File: config.mk
export PLATFORM = sky130hd
export DESIGN_NAME = inst_fetch_queue
export DESIGN_NICKNAME = d
export VERILOG_FILES = /design/src/rtl/inst_fetch_queue.sv
export SDC_FILE = /design/constraint.sdc
export NUM_CORES = 1
export LEC_CHECK = 0
export CAP_MARGIN = 5
export CELL_PAD_IN_SITES_DETAIL_PLACEMENT = 2
export CELL_PAD_IN_SITES_GLOBAL_PLACEMENT = 2
export CORE_ASPECT_RATIO = 1.25
export CORE_MARGIN = 2
export CORE_UTILIZATION = 44
export DETAILED_ROUTE_END_ITERATION = 6
export HOLD_SLACK_MARGIN = 0.1
export MAX_ROUTING_LAYER = met4
export PLACE_DENSITY = 0.83
export SYNTH_ARGS = -nofsm -noshare
export SYNTH_HDL_FRONTEND = slang
export SYNTH_SLANG_ARGS = --single-unit
export TNS_END_PERCENT = 20
File: constraint.sdc
create_clock -name clk -period 19.8 [get_ports clk]
set_input_delay 5.94 -clock clk [delete_from_list [all_inputs] [get_ports clk]]
set_output_delay 5.94 -clock clk [all_outputs]
set_load 0.02 [all_outputs]
File: src/rtl/inst_fetch_queue.sv
// Instruction fetch queue: buffers DEPTH {pc, inst} pairs between the memory
// read port and decode, and keeps a held IR register that captures each popped
// pair so decode/execute can work on a stable instruction for many cycles.
//
// Handshakes: a transfer happens on a rising clk edge when valid and ready are
// both high in that cycle. A producer holding valid must keep its payload
// stable until the transfer. in_ready is a function of occupancy only, so a
// full queue refuses a push even when a pop happens in the same cycle.
// out_valid is a function of occupancy only, so out_ready is ignored when the
// queue is empty.
module inst_fetch_queue #(
  parameter int              XLEN       = 32,
  parameter int              ILEN       = 32,
  parameter int              DEPTH      = 4,
  parameter logic [ILEN-1:0] RESET_INST = 32'h00000013
) (
  input  logic                       clk,
  input  logic                       rst,
  input  logic                       flush,
  input  logic                       in_valid,
  output logic                       in_ready,
  input  logic [XLEN-1:0]            in_pc,
  input  logic [ILEN-1:0]            in_inst,
  output logic                       out_valid,
  input  logic                       out_ready,
  output logic [XLEN-1:0]            out_pc,
  output logic [ILEN-1:0]            out_inst,
  input  logic                       ir_en,
  output logic [XLEN-1:0]            ir_pc,
  output logic [ILEN-1:0]            ir_inst,
  output logic [$clog2(DEPTH+1)-1:0] count
);

  localparam int PW = $clog2(DEPTH);
  localparam int CW = $clog2(DEPTH+1);

  logic [XLEN-1:0] pc_mem   [DEPTH];
  logic [ILEN-1:0] inst_mem [DEPTH];
  logic [PW-1:0]   wr_ptr;
  logic [PW-1:0]   rd_ptr;
  logic            push;
  logic            pop;

  // Flush masks both handshakes so a same-cycle push is dropped and a
  // same-cycle pop neither dequeues nor captures into the held IR.
  assign in_ready  = (count != CW'(DEPTH));
  assign out_valid = (count != '0);
  assign push      = in_valid & in_ready & ~flush;
  assign pop       = out_valid & out_ready & ~flush;

  // Head entry is read straight from storage, forced to zero when empty.
  assign out_pc    = out_valid ? pc_mem[rd_ptr]   : '0;
  assign out_inst  = out_valid ? inst_mem[rd_ptr] : '0;

  // Entry storage: written only on an accepted push, PC and inst together.
  always_ff @(posedge clk or posedge rst) begin
    if (rst) begin
      for (int i = 0; i < DEPTH; i++) begin
        pc_mem[i]   <= '0;
        inst_mem[i] <= '0;
      end
    end else if (push) begin
      pc_mem[wr_ptr]   <= in_pc;
      inst_mem[wr_ptr] <= in_inst;
    end
  end

  // Pointers wrap naturally (DEPTH is a power of two); count tracks occupancy.
  always_ff @(posedge clk or posedge rst) begin
    if (rst) begin
      wr_ptr <= '0;
      rd_ptr <= '0;
      count  <= '0;
    end else if (flush) begin
      wr_ptr <= '0;
      rd_ptr <= '0;
      count  <= '0;
    end else begin
      if (push) wr_ptr <= wr_ptr + PW'(1);
      if (pop)  rd_ptr <= rd_ptr + PW'(1);
      case ({push, pop})
        2'b10:   count <= count + CW'(1);
        2'b01:   count <= count - CW'(1);
        default: count <= count;
      endcase
    end
  end

  // Held IR: captures the head on an enabled pop, otherwise holds (flush too).
  always_ff @(posedge clk or posedge rst) begin
    if (rst) begin
      ir_pc   <= '0;
      ir_inst <= RESET_INST;
    end else if (pop && ir_en) begin
      ir_pc   <= out_pc;
      ir_inst <= out_inst;
    end
  end

endmodule

# After elaboration in Yosys (flattened, before gate mapping)
# Cells that the tools add are included.
dict set report classes {
  n_mux 18
  order_cmp 3
  add_sub_neg 4
  n_reduce_logical 6
  n_eq_ne 3
  bitwise_logic 7
}
# cell n
set op_table {}
lappend op_table {{bitwise mux 128 bit} 2}
lappend op_table {{2-to-1 mux 32 bit} 7}
lappend op_table {{binary-select mux 32 bit (select 2 bit)} 2}
lappend op_table {{demux 32 bit (select 2 bit)} 1}
lappend op_table {{2-to-1 mux 2 bit} 4}
lappend op_table {{>= comparator 3 bit (second input constant)} 2}
lappend op_table {{NOT 2 -> 3 bit} 2}
lappend op_table {{one-hot mux 3 bit (2 select lines)} 1}
lappend op_table {{nonzero test 3 bit} 2}
lappend op_table {{adder 2 x 1 -> 2 bit (second input constant)} 2}
lappend op_table {{bitwise AND 1 bit} 4}
lappend op_table {{nonzero test 2 bit} 2}
lappend op_table {{adder 3 x 1 -> 3 bit (second input constant)} 1}
lappend op_table {{< comparator 3 x 1 -> 1 bit (second input constant)} 1}
lappend op_table {{2-to-1 mux 3 bit} 1}
lappend op_table {{inequality test 3 bit (second input constant)} 1}
lappend op_table {{subtractor 3 x 1 -> 3 bit (second input constant)} 1}
lappend op_table {{== test 2 x 1 -> 1 bit (second input constant)} 1}
lappend op_table {{== test 2 bit (second input constant)} 1}
lappend op_table {{logical AND 1 bit} 2}
lappend op_table {{NOT 1 bit} 1}
dict set report totals {
  output_inout_bits 133
  register_bits 327
  inputBits 70
  word_cells 54
}

# Longest topological paths before layout
dict set report depth {
  depth_word 6
  mapped_depth 7
}

# Worst setup path after synthesis
# Ideal clock, no wire load.
dict set report synth_path {
  kind {register to output}
  startpoint {register rd_ptr[0]}
  endpoint {output port out_pc[17]}
  arrival_time_ns 1.693
  path_slack_ns 12.167
  path_stages_with_launch 5
  cell_sequence {dfrtp_1 > buf_2 > buf_2 > mux4_2 > and2_1}
}
dict set report synth_between {
  elab_chain_len 5
}
# item line_no
set synth_lines {}
lappend synth_lines {{start: declaration} 40} ;# logic [PW-1:0] rd_ptr;
lappend synth_lines {{start signal: assignment} 80} ;# if (pop) rd_ptr <= rd_ptr + PW'(1);
lappend synth_lines {{NOT 2 -> 3 bit (implied by the code)} 52} ;# assign out_pc = out_valid ? pc_mem[rd_ptr] : '0;
lappend synth_lines {{binary-select mux 32 bit (select 2 bit)} 52}
lappend synth_lines {{2-to-1 mux 32 bit (implied by the code) (2 in a row)} 52}
lappend synth_lines {{2-to-1 mux 32 bit} 52}
lappend synth_lines {{end: declaration} 26} ;# output logic [XLEN-1:0] out_pc,
# Every way passes these cells. The select of a mux whose other input is x is not followed.

# Worst setup path in the final report
dict set report layout_path {
  startpoint {register rd_ptr[0]}
  endpoint {output port out_pc[4]}
}
# The elaborated chain is that of the path after synthesis.

==> reports/qor.yml <==
outcome:
  status: "finished clean"
routing:
  totalWireLength_um: 39200
  post_drt_wl_per_cell_um: 25.0
  drc_errors: 0
  ant_nets: 0
  vias: 8358
  drt_first_pass_iters: 4
  drt_iter0_markers: 332
  vias_per_cell: 5.33
floorplan:
  die-area_um2: 36300
  die_y_um: 213
  initial_core_util: 0.445
  core_area_um2: 34400
  die_w_um: 171
  row_count: 76
  pin_count: 203
finish:
  layout_commonest_cell: "dfrtp_1"
  final_nets: 1151
  areaGrowthSynthToFinish_pct: 20.6
  final_cell_mix: "322 x dfrtp_1, 202 x clkdlybuf4s50_1, 180 x mux2_4"
  drive_gt1_frac: 0.411
worst_hold_path:
  hold_start: "inst_mem[87]$_DFFE_PP0P_"
  hold_path.class: "reg2reg"
  hold_depth: 1
timing:
  tightest_slew_ns: 1.04
  finalHoldViolCount: 0
  drv_slew: 0
  whs_ns: 0.506
  fin_crit_ns: 9.36
  min_period_over_period: 0.473
  rsz0062_at_grt: "no"
  timing.fmax_ghz: 0.107
  clock_skew_ns: 0.0134
  finalSetupViolCount: 0
  timing.slew.headroom: 0.304
  tns_ns: 0
power_and_ir_drop:
  seq_power_share: 0.435
  leakage_nw: 8.42
  internal_power_mw: 1.68
  netSwitchingPower_uw: 682
  p_sw_frac: 0.289
  p_comb_frac: 0.304
  ir_worst_vdd_mv: 0.0809
  p_clk_frac: 0.262
  cellPowerDensity_nw_per_um2: 128
synthesis:
  synth_nets: 962
  ys_seq_area_frac: 0.535
  yosysWarnings: 0
  synth_cell_types: 39
  netlist_instances: 887
  avgSynthCellArea_um2: 17.3
  ys_seq_elements: 327
  synthesis.area_um2: 15300
global_routing:
  grt_max_degree: 95
  grt_pass1_vias: 10175
  antenna_found_initial: 1
  grt-ovfl-total: 0
  track_usage: 0.231
  grt_first_pass_wirelength_um: 62300
setup_path:
  crit_path_max_incr_delay_ns: 0.82
  worstPathCellList: "buf_4 > mux4_2 > and2_1 > clkdlybuf4s50_1"
  cp_data_required_time_ns: 13.86
  worst_setup_path_start_kind: "flip-flop"
  worst_r2r_path_depth: 5
  worstReg2RegStart: "count[0]$_DFFE_PP0P_"
  crit_path_end_kind: "output pin"
  path_class: "reg2out"
  cp_max_fo: 34
  cp_slowest_cell: "dfrtp_4"
  critPathArrivalTime_ns: 3.42
  startpoint: "rd_ptr[0]$_DFFE_PP0P_"
cts:
  cts_made_buffers: 35
  htree_levels: 2
  clk_latency_ns: 0.52
  clockBufferDepth: 3
  cts_sinks: 327
  cts_resized: 0
  cts.clk_slew.worst_paths_ns: 0.06
  post_cts_buffers: 0
  cts_tree: "yes"
  cts_root_buf: "clkbuf_16"
  hold_buffers: 0
placed_design:
  hpwlAfterDp_um: 23100
  gp_congestion: 0.712
  portBuffers: 202
run:
  maxCapViolCount: 0
registers in the layout, indices dropped and copies added, names as in the netlist:
name / cells
inst_mem: 128
pc_mem: 128
ir_inst: 32
ir_pc: 32
count: 3
rd_ptr: 2
wr_ptr: 2
worst max-delay path, delay by kind of cell (launching register included):
kind,cells,cell delay (ns)
buffers and inverters,2,1.21
AND/OR/NAND/NOR,1,0.22
multiplexers,1,0.59
flip-flops,1,0.82
cells in the mapped netlist:
cell,number,share of area
mux2_2,140,0.10
nor2b_1,1,0.00041
nand2_8,3,0.0039
a31oi_1,1,0.00041
or3_1,2,0.00082
dfstp_2,3,0.0052
or3b_1,1,0.00057
xor2_1,2,0.0011
a21oi_1,3,0.00098
buf_6,8,0.0059
o311a_1,1,0.00065
buf_1,1,0.00025
a211oi_1,1,0.00049
nand3_1,4,0.0013
nand2_1,5,0.0012
xnor2_1,2,0.0011
a21o_1,1,0.00049
o21ai_0,1,0.00033
nand2b_1,1,0.00041
mux4_2,64,0.094
buf_12,18,0.024
fa_1,1,0.0013
nor3b_1,1,0.00049
inv_1,3,0.00074
nor3_1,3,0.00098
or2b_1,1,0.00049
clkbuf_1,11,0.0027
dfrtp_1,324,0.53
and4b_1,1,0.00065
and2b_1,1,0.00049
and3b_1,1,0.00057
o221ai_1,1,0.00057
mux2_4,180,0.18
and2_1,64,0.026
ha_1,4,0.0033
buf_2,20,0.0065
nor2_1,6,0.0015
o21bai_1,1,0.00049
nand3b_1,1,0.00049
logic make-up after synthesis:
logic type                 after synthesis  synth area share
AOI/OAI and AO/OA                       10           0.00441
xor gates and xnor gates                 4           0.00229
adders and majority gates                5           0.00458
buffers and inverters                   61            0.0396
DFF                                    327             0.535
muxes                                  384             0.374
and+or+nand+nor                         96            0.0405
layer usage:
layer,vias to the layer above,GRT usage,part of all wire
li1,3586,-,-
met1,4544,0.278,0.41
met2,177,0.402,0.53
met3,51,0.0436,0.041
met4,0,0.0599,0.020
met5,-,-,0
area by class of cell:
class                           count  area (um^2)
Antenna cell                        2         5.00
Tap cell                          468          586
Multi-Input combinational cell    499         6520
Clock inverter                      5         31.3
Inverter                            3         18.8
Fill cell                        3054        16000
Timing Repair Buffer              210         2080
Sequential cell                   327         8190
Clock buffer                       54         1020
metrics by stage:
step	instance area (um^2)	setup WS, ns	cells	utilization	power [mW]
floorplan	15300	4.81	887	-	1.47
global placement	17400	10.74	1507	0.506	1.69
detailed placement	17400	10.71	1507	0.506	1.74
CTS	18500	10.35	1566	0.536	2.39
global route	18500	10.25	1567	0.536	2.48
finish	18500	10.44	1568	0.536	2.36
power by group through the flow:
stage          Combinational, mW  Sequential (mW)  Clock [mW]
2_1_floorplan              0.446             1.02           0
3_3_place_gp               0.684             1.00           0
3_5_place_dp               0.714             1.03           0
4_1_cts                    0.727             1.03       0.637
5_1_grt                    0.763             1.05       0.660
6_report                   0.716             1.02       0.617
worst paths after layout:
check                                           endpoint  slack [ns]
worst max-delay path                           out_pc[4]       10.44
worst min-delay path            inst_mem[87]$_DFFE_PP0P_        0.51
worst max register to register     ir_pc[27]$_DFFE_PP0P_       16.74
worst min register to register  inst_mem[87]$_DFFE_PP0P_        0.51
max in group asynchronous         pc_mem[60]$_DFFE_PP0P_       11.40
min in group asynchronous        ir_inst[25]$_DFFE_PP0P_        5.91
Note: power is estimated with default switching activity, not from simulation.
